`config.mk`:
```
export PLATFORM = sky130hd
export DESIGN_NAME = cell_comm_rx_parser
export DESIGN_NICKNAME = d
export VERILOG_FILES = /design/src/rtl/cell_comm_rx_parser.sv
export SDC_FILE = /design/constraint.sdc
export NUM_CORES = 1
export LEC_CHECK = 0
export CAP_MARGIN = 20
export CORE_MARGIN = 1.5
export CORE_UTILIZATION = 40
export CTS_BUF_LIST = sky130_fd_sc_hd__clkbuf_4
export DETAILED_ROUTE_END_ITERATION = 10
export HOLD_SLACK_MARGIN = 0.02
export PLACE_DENSITY = 0.75
export SETUP_SLACK_MARGIN = 0.02
export SLEW_MARGIN = 0
export SYNTH_ARGS = -nofsm -noshare
export SYNTH_HDL_FRONTEND = slang
export SYNTH_SLANG_ARGS = --single-unit
export TNS_END_PERCENT = 20
```
`constraint.sdc`:
```
create_clock -name ACLK -period 2.5 [get_ports ACLK]
set_clock_uncertainty 0.05 [all_clocks]
set_input_delay 0.625 -clock ACLK [delete_from_list [all_inputs] [get_ports ACLK]]
set_output_delay 0.625 -clock ACLK [all_outputs]
set_load 0.05 [all_outputs]
```
`src/rtl/cell_comm_rx_parser.sv`:
```
// Receive-side parser for one cell-comm Aurora ring direction.
// Frames 4-word BPM FA packets (header, X, Y, S), checks the link CRC result,
// emits one parsed record per good packet and keeps saturating link counters.
module cell_comm_rx_parser #(
   parameter int unsigned ADC_COUNT      = 4,
   parameter int unsigned FOFB_IDX_WIDTH = 9,
   parameter int unsigned DATA_WIDTH     = 32,
   parameter logic [7:0]  MAGIC          = 8'hA5,
   parameter int unsigned CNT_WIDTH      = 16
) (
   input  logic                      ACLK,
   input  logic                      ARESETN,
   input  logic                      channelUp,
   input  logic                      axisRxTvalid,
   input  logic                      axisRxTlast,
   input  logic [DATA_WIDTH-1:0]     axisRxTdata,
   input  logic                      axisRxCRCvalid,
   input  logic                      axisRxCRCpass,
   input  logic                      counterClear,
   output logic                      outValid,
   output logic [FOFB_IDX_WIDTH-1:0] outFofbIdx,
   output logic [ADC_COUNT-1:0]      outClippedAdc,
   output logic [DATA_WIDTH-1:0]     outX,
   output logic [DATA_WIDTH-1:0]     outY,
   output logic [DATA_WIDTH-1:0]     outS,
   output logic [CNT_WIDTH-1:0]      goodCount,
   output logic [CNT_WIDTH-1:0]      crcErrCount,
   output logic [CNT_WIDTH-1:0]      fmtErrCount
);

   localparam logic [2:0] S_HDR     = 3'd0;
   localparam logic [2:0] S_WX      = 3'd1;
   localparam logic [2:0] S_WY      = 3'd2;
   localparam logic [2:0] S_WS      = 3'd3;
   localparam logic [2:0] S_DISCARD = 3'd4;

   logic [2:0]                r_state;
   logic [2:0]                w_state_nxt;
   logic                      w_latch_hdr;
   logic                      w_latch_x;
   logic                      w_latch_y;
   logic                      w_emit;
   logic                      w_inc_good;
   logic                      w_inc_crc;
   logic                      w_inc_fmt;
   logic                      w_magic_ok;

   logic [FOFB_IDX_WIDTH-1:0] r_idx_hold;
   logic [ADC_COUNT-1:0]      r_flags_hold;
   logic [DATA_WIDTH-1:0]     r_x_hold;
   logic [DATA_WIDTH-1:0]     r_y_hold;

   logic                      r_out_valid;
   logic [FOFB_IDX_WIDTH-1:0] r_out_idx;
   logic [ADC_COUNT-1:0]      r_out_flags;
   logic [DATA_WIDTH-1:0]     r_out_x;
   logic [DATA_WIDTH-1:0]     r_out_y;
   logic [DATA_WIDTH-1:0]     r_out_s;
   logic [CNT_WIDTH-1:0]      r_good_cnt;
   logic [CNT_WIDTH-1:0]      r_crc_cnt;
   logic [CNT_WIDTH-1:0]      r_fmt_cnt;

   assign w_magic_ok = (axisRxTdata[31:24] == MAGIC);

   // Saturating increment; clear wins over a same-cycle increment.
   function automatic logic [CNT_WIDTH-1:0] f_cnt_next(input logic [CNT_WIDTH-1:0] cnt,
                                                       input logic inc, input logic clr);
      if (clr) begin
         return '0;
      end else if (inc && (cnt != {CNT_WIDTH{1'b1}})) begin
         return cnt + 1'b1;
      end
      return cnt;
   endfunction

   // Next-state and per-beat action decode; each cycle yields at most one counter event.
   always_comb begin
      w_state_nxt = r_state;
      w_latch_hdr = 1'b0;
      w_latch_x   = 1'b0;
      w_latch_y   = 1'b0;
      w_emit      = 1'b0;
      w_inc_good  = 1'b0;
      w_inc_crc   = 1'b0;
      w_inc_fmt   = 1'b0;
      if (!channelUp) begin
         // Link loss mid-packet counts once: the FSM leaves WX/WY/WS on the first low cycle.
         w_state_nxt = S_HDR;
         if ((r_state == S_WX) || (r_state == S_WY) || (r_state == S_WS)) begin
            w_inc_fmt = 1'b1;
         end
      end else if (axisRxTvalid) begin
         case (r_state)
            S_HDR: begin
               if (axisRxTlast) begin
                  w_inc_fmt = 1'b1;
               end else if (!w_magic_ok) begin
                  w_inc_fmt   = 1'b1;
                  w_state_nxt = S_DISCARD;
               end else begin
                  w_latch_hdr = 1'b1;
                  w_state_nxt = S_WX;
               end
            end
            S_WX: begin
               if (axisRxTlast) begin
                  w_inc_fmt   = 1'b1;
                  w_state_nxt = S_HDR;
               end else begin
                  w_latch_x   = 1'b1;
                  w_state_nxt = S_WY;
               end
            end
            S_WY: begin
               if (axisRxTlast) begin
                  w_inc_fmt   = 1'b1;
                  w_state_nxt = S_HDR;
               end else begin
                  w_latch_y   = 1'b1;
                  w_state_nxt = S_WS;
               end
            end
            S_WS: begin
               if (!axisRxTlast) begin
                  w_inc_fmt   = 1'b1;
                  w_state_nxt = S_DISCARD;
               end else begin
                  w_state_nxt = S_HDR;
                  if (axisRxCRCvalid && axisRxCRCpass) begin
                     w_emit     = 1'b1;
                     w_inc_good = 1'b1;
                  end else begin
                     w_inc_crc = 1'b1;
                  end
               end
            end
            S_DISCARD: begin
               if (axisRxTlast) begin
                  w_state_nxt = S_HDR;
               end
            end
            default: w_state_nxt = S_HDR;
         endcase
      end
   end

   // FSM state register.
   always_ff @(posedge ACLK or negedge ARESETN) begin
      if (!ARESETN) begin
         r_state <= S_HDR;
      end else begin
         r_state <= w_state_nxt;
      end
   end

   // Holding registers for header fields and X/Y until the S word arrives.
   always_ff @(posedge ACLK or negedge ARESETN) begin
      if (!ARESETN) begin
         r_idx_hold   <= '0;
         r_flags_hold <= '0;
         r_x_hold     <= '0;
         r_y_hold     <= '0;
      end else begin
         if (w_latch_hdr) begin
            r_idx_hold   <= axisRxTdata[0 +: FOFB_IDX_WIDTH];
            r_flags_hold <= axisRxTdata[16 +: ADC_COUNT];
         end
         if (w_latch_x) begin
            r_x_hold <= axisRxTdata;
         end
         if (w_latch_y) begin
            r_y_hold <= axisRxTdata;
         end
      end
   end

   // Output record: only a good packet updates it; S is taken straight from the tlast beat.
   always_ff @(posedge ACLK or negedge ARESETN) begin
      if (!ARESETN) begin
         r_out_valid <= 1'b0;
         r_out_idx   <= '0;
         r_out_flags <= '0;
         r_out_x     <= '0;
         r_out_y     <= '0;
         r_out_s     <= '0;
      end else begin
         r_out_valid <= w_emit;
         if (w_emit) begin
            r_out_idx   <= r_idx_hold;
            r_out_flags <= r_flags_hold;
            r_out_x     <= r_x_hold;
            r_out_y     <= r_y_hold;
            r_out_s     <= axisRxTdata;
         end
      end
   end

   // Link statistics counters.
   always_ff @(posedge ACLK or negedge ARESETN) begin
      if (!ARESETN) begin
         r_good_cnt <= '0;
         r_crc_cnt  <= '0;
         r_fmt_cnt  <= '0;
      end else begin
         r_good_cnt <= f_cnt_next(r_good_cnt, w_inc_good, counterClear);
         r_crc_cnt  <= f_cnt_next(r_crc_cnt, w_inc_crc, counterClear);
         r_fmt_cnt  <= f_cnt_next(r_fmt_cnt, w_inc_fmt, counterClear);
      end
   end

   assign outValid      = r_out_valid;
   assign outFofbIdx    = r_out_idx;
   assign outClippedAdc = r_out_flags;
   assign outX          = r_out_x;
   assign outY          = r_out_y;
   assign outS          = r_out_s;
   assign goodCount     = r_good_cnt;
   assign crcErrCount   = r_crc_cnt;
   assign fmtErrCount   = r_fmt_cnt;

endmodule

```
Yosys cells after proc, flatten, opt, wreduce, memory -nomap -nowiden
Cells that the tools add are included.
- reduce and logical (&&, ||, !) cells: 9
- equal/unequal tests: 11
- mux-type cells: 50
- add/sub/neg operators: 3
- operators with widths (kind ; number):
    2-to-1 mux 16 bit ; 6
    adder 16 x 1 -> 16 bit, second input constant ; 3
    inequality test 16 bit, second input constant ; 3
    2-to-1 mux 1 bit ; 34
    2-to-1 mux 3 bit ; 6
    one-hot mux 3 bit (5 select lines) ; 1
    == test 8 bit, second input constant ; 1
    == test 3 x 2 -> 1 bit, second input constant ; 2
    inequality test 3 bit, second input constant ; 2
    logical AND 1 bit ; 4
    2-to-1 mux 2 bit ; 2
    == test 3 x 1 -> 1 bit, second input constant ; 1
    == test 3 bit, second input constant ; 1
    zero test 3 bit ; 1
    one-hot mux 1 bit (3 select lines) ; 1
    AND reduction 3 bit ; 1
    logical OR 1 bit ; 2
    inequality test 2 x 1 -> 1 bit, second input constant ; 1
    OR reduction 2 bit ; 1
- output and inout port bits: 158
- word-level logic and storage cells: 87
- register bits after elaboration: 238

Longest topological paths before layout
- word-level depth: 9
- depth in mapped cells: 8

Worst setup path after synthesis
OpenSTA, ideal clock, no wires.
- kind: flip-flop to flip-flop
- start: register r_good_cnt[0], in the netlist goodCount[0]
- end: register r_good_cnt[12], in the netlist goodCount[12]
- clock period less this slack: 2.142 ns
- required time: 2.318 ns
- stages on the path, launching flop included: 8
- setup time: 0.132 ns
- setup slack: 0.358 ns
- arrival: 1.961 ns
- cell sequence: dfrtp_1 ha_1 and2_1 clkbuf_1 nand3_1 nor4_2 xnor2_1 nor2_1
- cells in the longest elaborated chain, start to end: 4
- ends and longest elaborated chain (what ; RTL line ; source):
    start: declaration ; 59 ; logic [CNT_WIDTH-1:0] r_good_cnt;
    start signal: assignment ; 205 ; r_good_cnt <= f_cnt_next(r_good_cnt, w_inc_good, counterClear);
    branches (longest 4 deep; another with adder 16 x 1 -> 16 bit) ; - ;
Parallel ways; which one is timed is not known. The select of a mux whose other input is x is not followed.
A chain may end at the register's enable or synchronous reset.

Worst setup path after layout
- start: register r_good_cnt[7], in the netlist goodCount[7]
- end: output goodCount[7]
- RTL lines (what ; RTL line ; source):
    end: declaration ; 26 ; output logic [CNT_WIDTH-1:0] goodCount,
No word-level cell between the ends.

==> results.yml <==
placed_design:
  place_congestion: 0.815
  place_area_um2: 12500
  hpwl_um: 15400
  port_buffers: 197
  dp.cells: 1452
setup_path:
  reg2reg_depth: 6
  worstSetupPathType: "flop to output port"
  r2r-start: "fmtErrCount[6]$_DFFE_PN0P_"
  crit_family: "buffers and inverters"
  required_ns: 1.82
  endpoint_kind: "output port"
  critPathBufInv: 1
  start_kind: "flop"
  path_max_fanout: 7
  ff2ff_setup_slack_ns: 0.37
  critPathSlowestCell: "dlygate4sd2_1"
  reg2reg_to: "fmtErrCount[5]$_DFFE_PN0P_"
  cp.arrival_ns: 1.70
  crit_chain: "dlygate4sd2_1"
  critPathMaxStageDelay_ns: 0.57
sta:
  max_clock_freq_mhz: 421
  slew_headroom_pct: 62.6
  period_needed_ns: 2.37
  hold_ws_ns: 0.394
  hold_viol: 0
  min_period_over_period_pct: 95.0
  setup_viol: 0
  worst_slew_pin_slew_ns: 0.563
  slew_violations: 0
  rsz0062_at_grt: "no"
global_route:
  antenna_found_initial: 2
  grt_pass1_vias: 7878
  grt_max_degree: 78
  grt_pass1_wl_um: 39800
  grt_overflow: 0
  track_usage_pct: 19.2
die:
  fp.dieW_um: 160
  dieHeight_um: 160
  start_util_pct: 40.8
  die_area_um2: 25700
  core_um2: 24200
  io_pins: 198
  rows: 57
yosys:
  syn_nets: 986
  synth.most_common_cell: "nand2_1"
  synth_commonest_cells: "nand2_1 (351), dfrtp_1 (238), mux2_2 (79), nor2_1 (37), xnor2_1 (23)"
  synth-edff-count: 0
  ys_seq_area_share_pct: 60.3
  synth_area_leaders: "dfrtp_1 (60%), nand2_1 (13%), mux2_2 (9.0%)"
  synth_area_leader_cell: "dfrtp_1"
  synthCells: 943
  async_reset_ff_share_pct: 100
  ys_types: 49
  yosys_warnings: 0
  synthFlopType: "dfrtp_1"
  syn_area_um2: 9880
  ys_ff_latch: 238
  synth_top_area_share_pct: 60.3
  avgSynthCellArea_um2: 10.5
job:
  maxCapViolations: 0
detailed_routing:
  dr_total_vias: 7745
  firstDrtPassIters: 6
  viasPerCell: 4.94
  post-route-drc-count: 0
  wire_per_inst_um: 15.1
  drtIter0Drc: 403
  drt_wl_total_um: 23700
  ant_nets: 0
cts:
  cts_made_buffers: 66
  root_buffer: "clkbuf_4"
  clk_pin_slew_ns: 0.06
  clock-sinks: 238
  h-tree-depth: 3
  cts_tree: "built"
  clockBufferDepth: 3
  clk_latency_ns: 0.62
layout:
  final_nets: 1240
  fin_cells: 1568
  area_growth_pct: 32.8
  drive_gt1_share_pct: 18.9
  final_cell_area_um2: 13100
power:
  power.leakage_uw: 0.00726
  powerDensity_nw_per_um2: 571
  ir_drop_mv: 0.351
  fin_total_pwr_uw: 7500
min_path:
  hold_depth: 2
  hp-start: "r_y_hold[27]$_DFFE_PN0P_"
  worstHoldEndpoint: "outY[27]$_DFFE_PN0P_"
  min_path_type: "flop to flop"
status:
  status: "finished, final reports clean"
[area by class of cell]
cell class              instances  area [um2]
clock buffers                  96         721
flip-flops and latches        238        5960
clock inverters                18        83.8
multi-input cells             652        3690
fillers                      2255       11100
well taps                     324         405
inverters                       7        28.8
repair buffers                232        2230
diodes                          1        2.50
[routing by layer]
metal,track usage [%],up-vias,part of all wire [%]
met4,8.07,2,2.3
li1,-,3707,-
met5,0,-,0.046
met3,4.91,41,5.8
met2,31.3,217,48
met1,24.3,3778,44
[where the power goes]
part	total [uW]	switching, uW	internal, uW	leakage, uW
clock	3340	1580	1770	0.000474
sequential	3880	11.0	3870	0.00332
combinational	274	164	110	0.00346
total	7490	1750	5750	0.00726
[placed cells by master, fill, tap and decap left out, types with 4 or more instances in the layout]
cell type          n
nand2_1          350
dfrtp_1          238
dlygate4sd2_1    158
clkbuf_4          96
mux2_2            79
clkdlybuf4s50_1   38
nor2_1            37
xnor2_1           23
o21ai_0           19
a21oi_1           19
buf_4             19
buf_12            15
nand4_1           14
nand3_1           14
clkinv_1          12
nor3_1             8
or3_1              8
nor4_1             7
inv_1              6
and4_1             6
and3_1             6
o31ai_1            6
or4_1              5
nor3b_1            4
and2_1             4
a2111oi_2          4
a211oi_1           4
nor2b_1            4
[timing repair]
action | CTS | global route
endpoints found under the setup margin | 158 | 0
endpoints found under the hold margin | 38 | 0
buffers inserted | 0 | 0
hold buffers | 1 | 0
resized for setup | 158 | 0
[worst register-to-register path: stages, from the launching register on]
cell	delay, ns
dfrtp_1	0.44
and4_1	0.31
nand4_1	0.26
nor2_1	0.43
buf_4	0.22
nor4_1	0.05
mux2_2	0.26
[cell families after synthesis]
logic type	synth area share [%]
AND/OR/NAND/NOR	21.3
flip-flops	60.3
multiplexers	9.32
AO/OA/AOI/OAI	4.14
buffers and inverters	2.46
XOR/XNOR	2.13
adder cells (fa/ha/maj)	0.380
[how the worst max path moves through the flow]
stage                                  start                          to  slack (ns)  cells after the start
floorplan           goodCount[0]$_DFFE_PN0P_   goodCount[12]$_DFFE_PN0P_        0.36                      7
global placement             axisRxTdata[29]  fmtErrCount[5]$_DFFE_PN0P_       -0.24                      7
detailed placement           axisRxTdata[29]  fmtErrCount[5]$_DFFE_PN0P_       -0.24                      7
CTS                 goodCount[7]$_DFFE_PN0P_                goodCount[7]        0.05                      1
global route        goodCount[7]$_DFFE_PN0P_                goodCount[7]        0.04                      1
finish              goodCount[7]$_DFFE_PN0P_                goodCount[7]        0.13                      1
[sequential cells by signal (all words and copies together), names as in the netlist]
register / count
r_idx_hold: 9
r_flags_hold: 4
outY: 32
outValid: 1
r_y_hold: 32
crcErrCount: 16
r_x_hold: 32
goodCount: 16
r_state: 3
outFofbIdx: 9
outClippedAdc: 4
fmtErrCount: 16
outS: 32
outX: 32
[metrics by stage]
stage / setup TNS (ns) / setup WS (ns) / util, %
finish: 0 / 0.125 / 54.1
global route: 0 / 0.0359 / 54.1
CTS: 0 / 0.0485 / 54.1
detailed placement: -1.47 / -0.235 / 51.6
global placement: -1.52 / -0.239 / 51.6
floorplan: 0 / 0.358 / -
No activity file was read; power rests on OpenSTA's default activity.
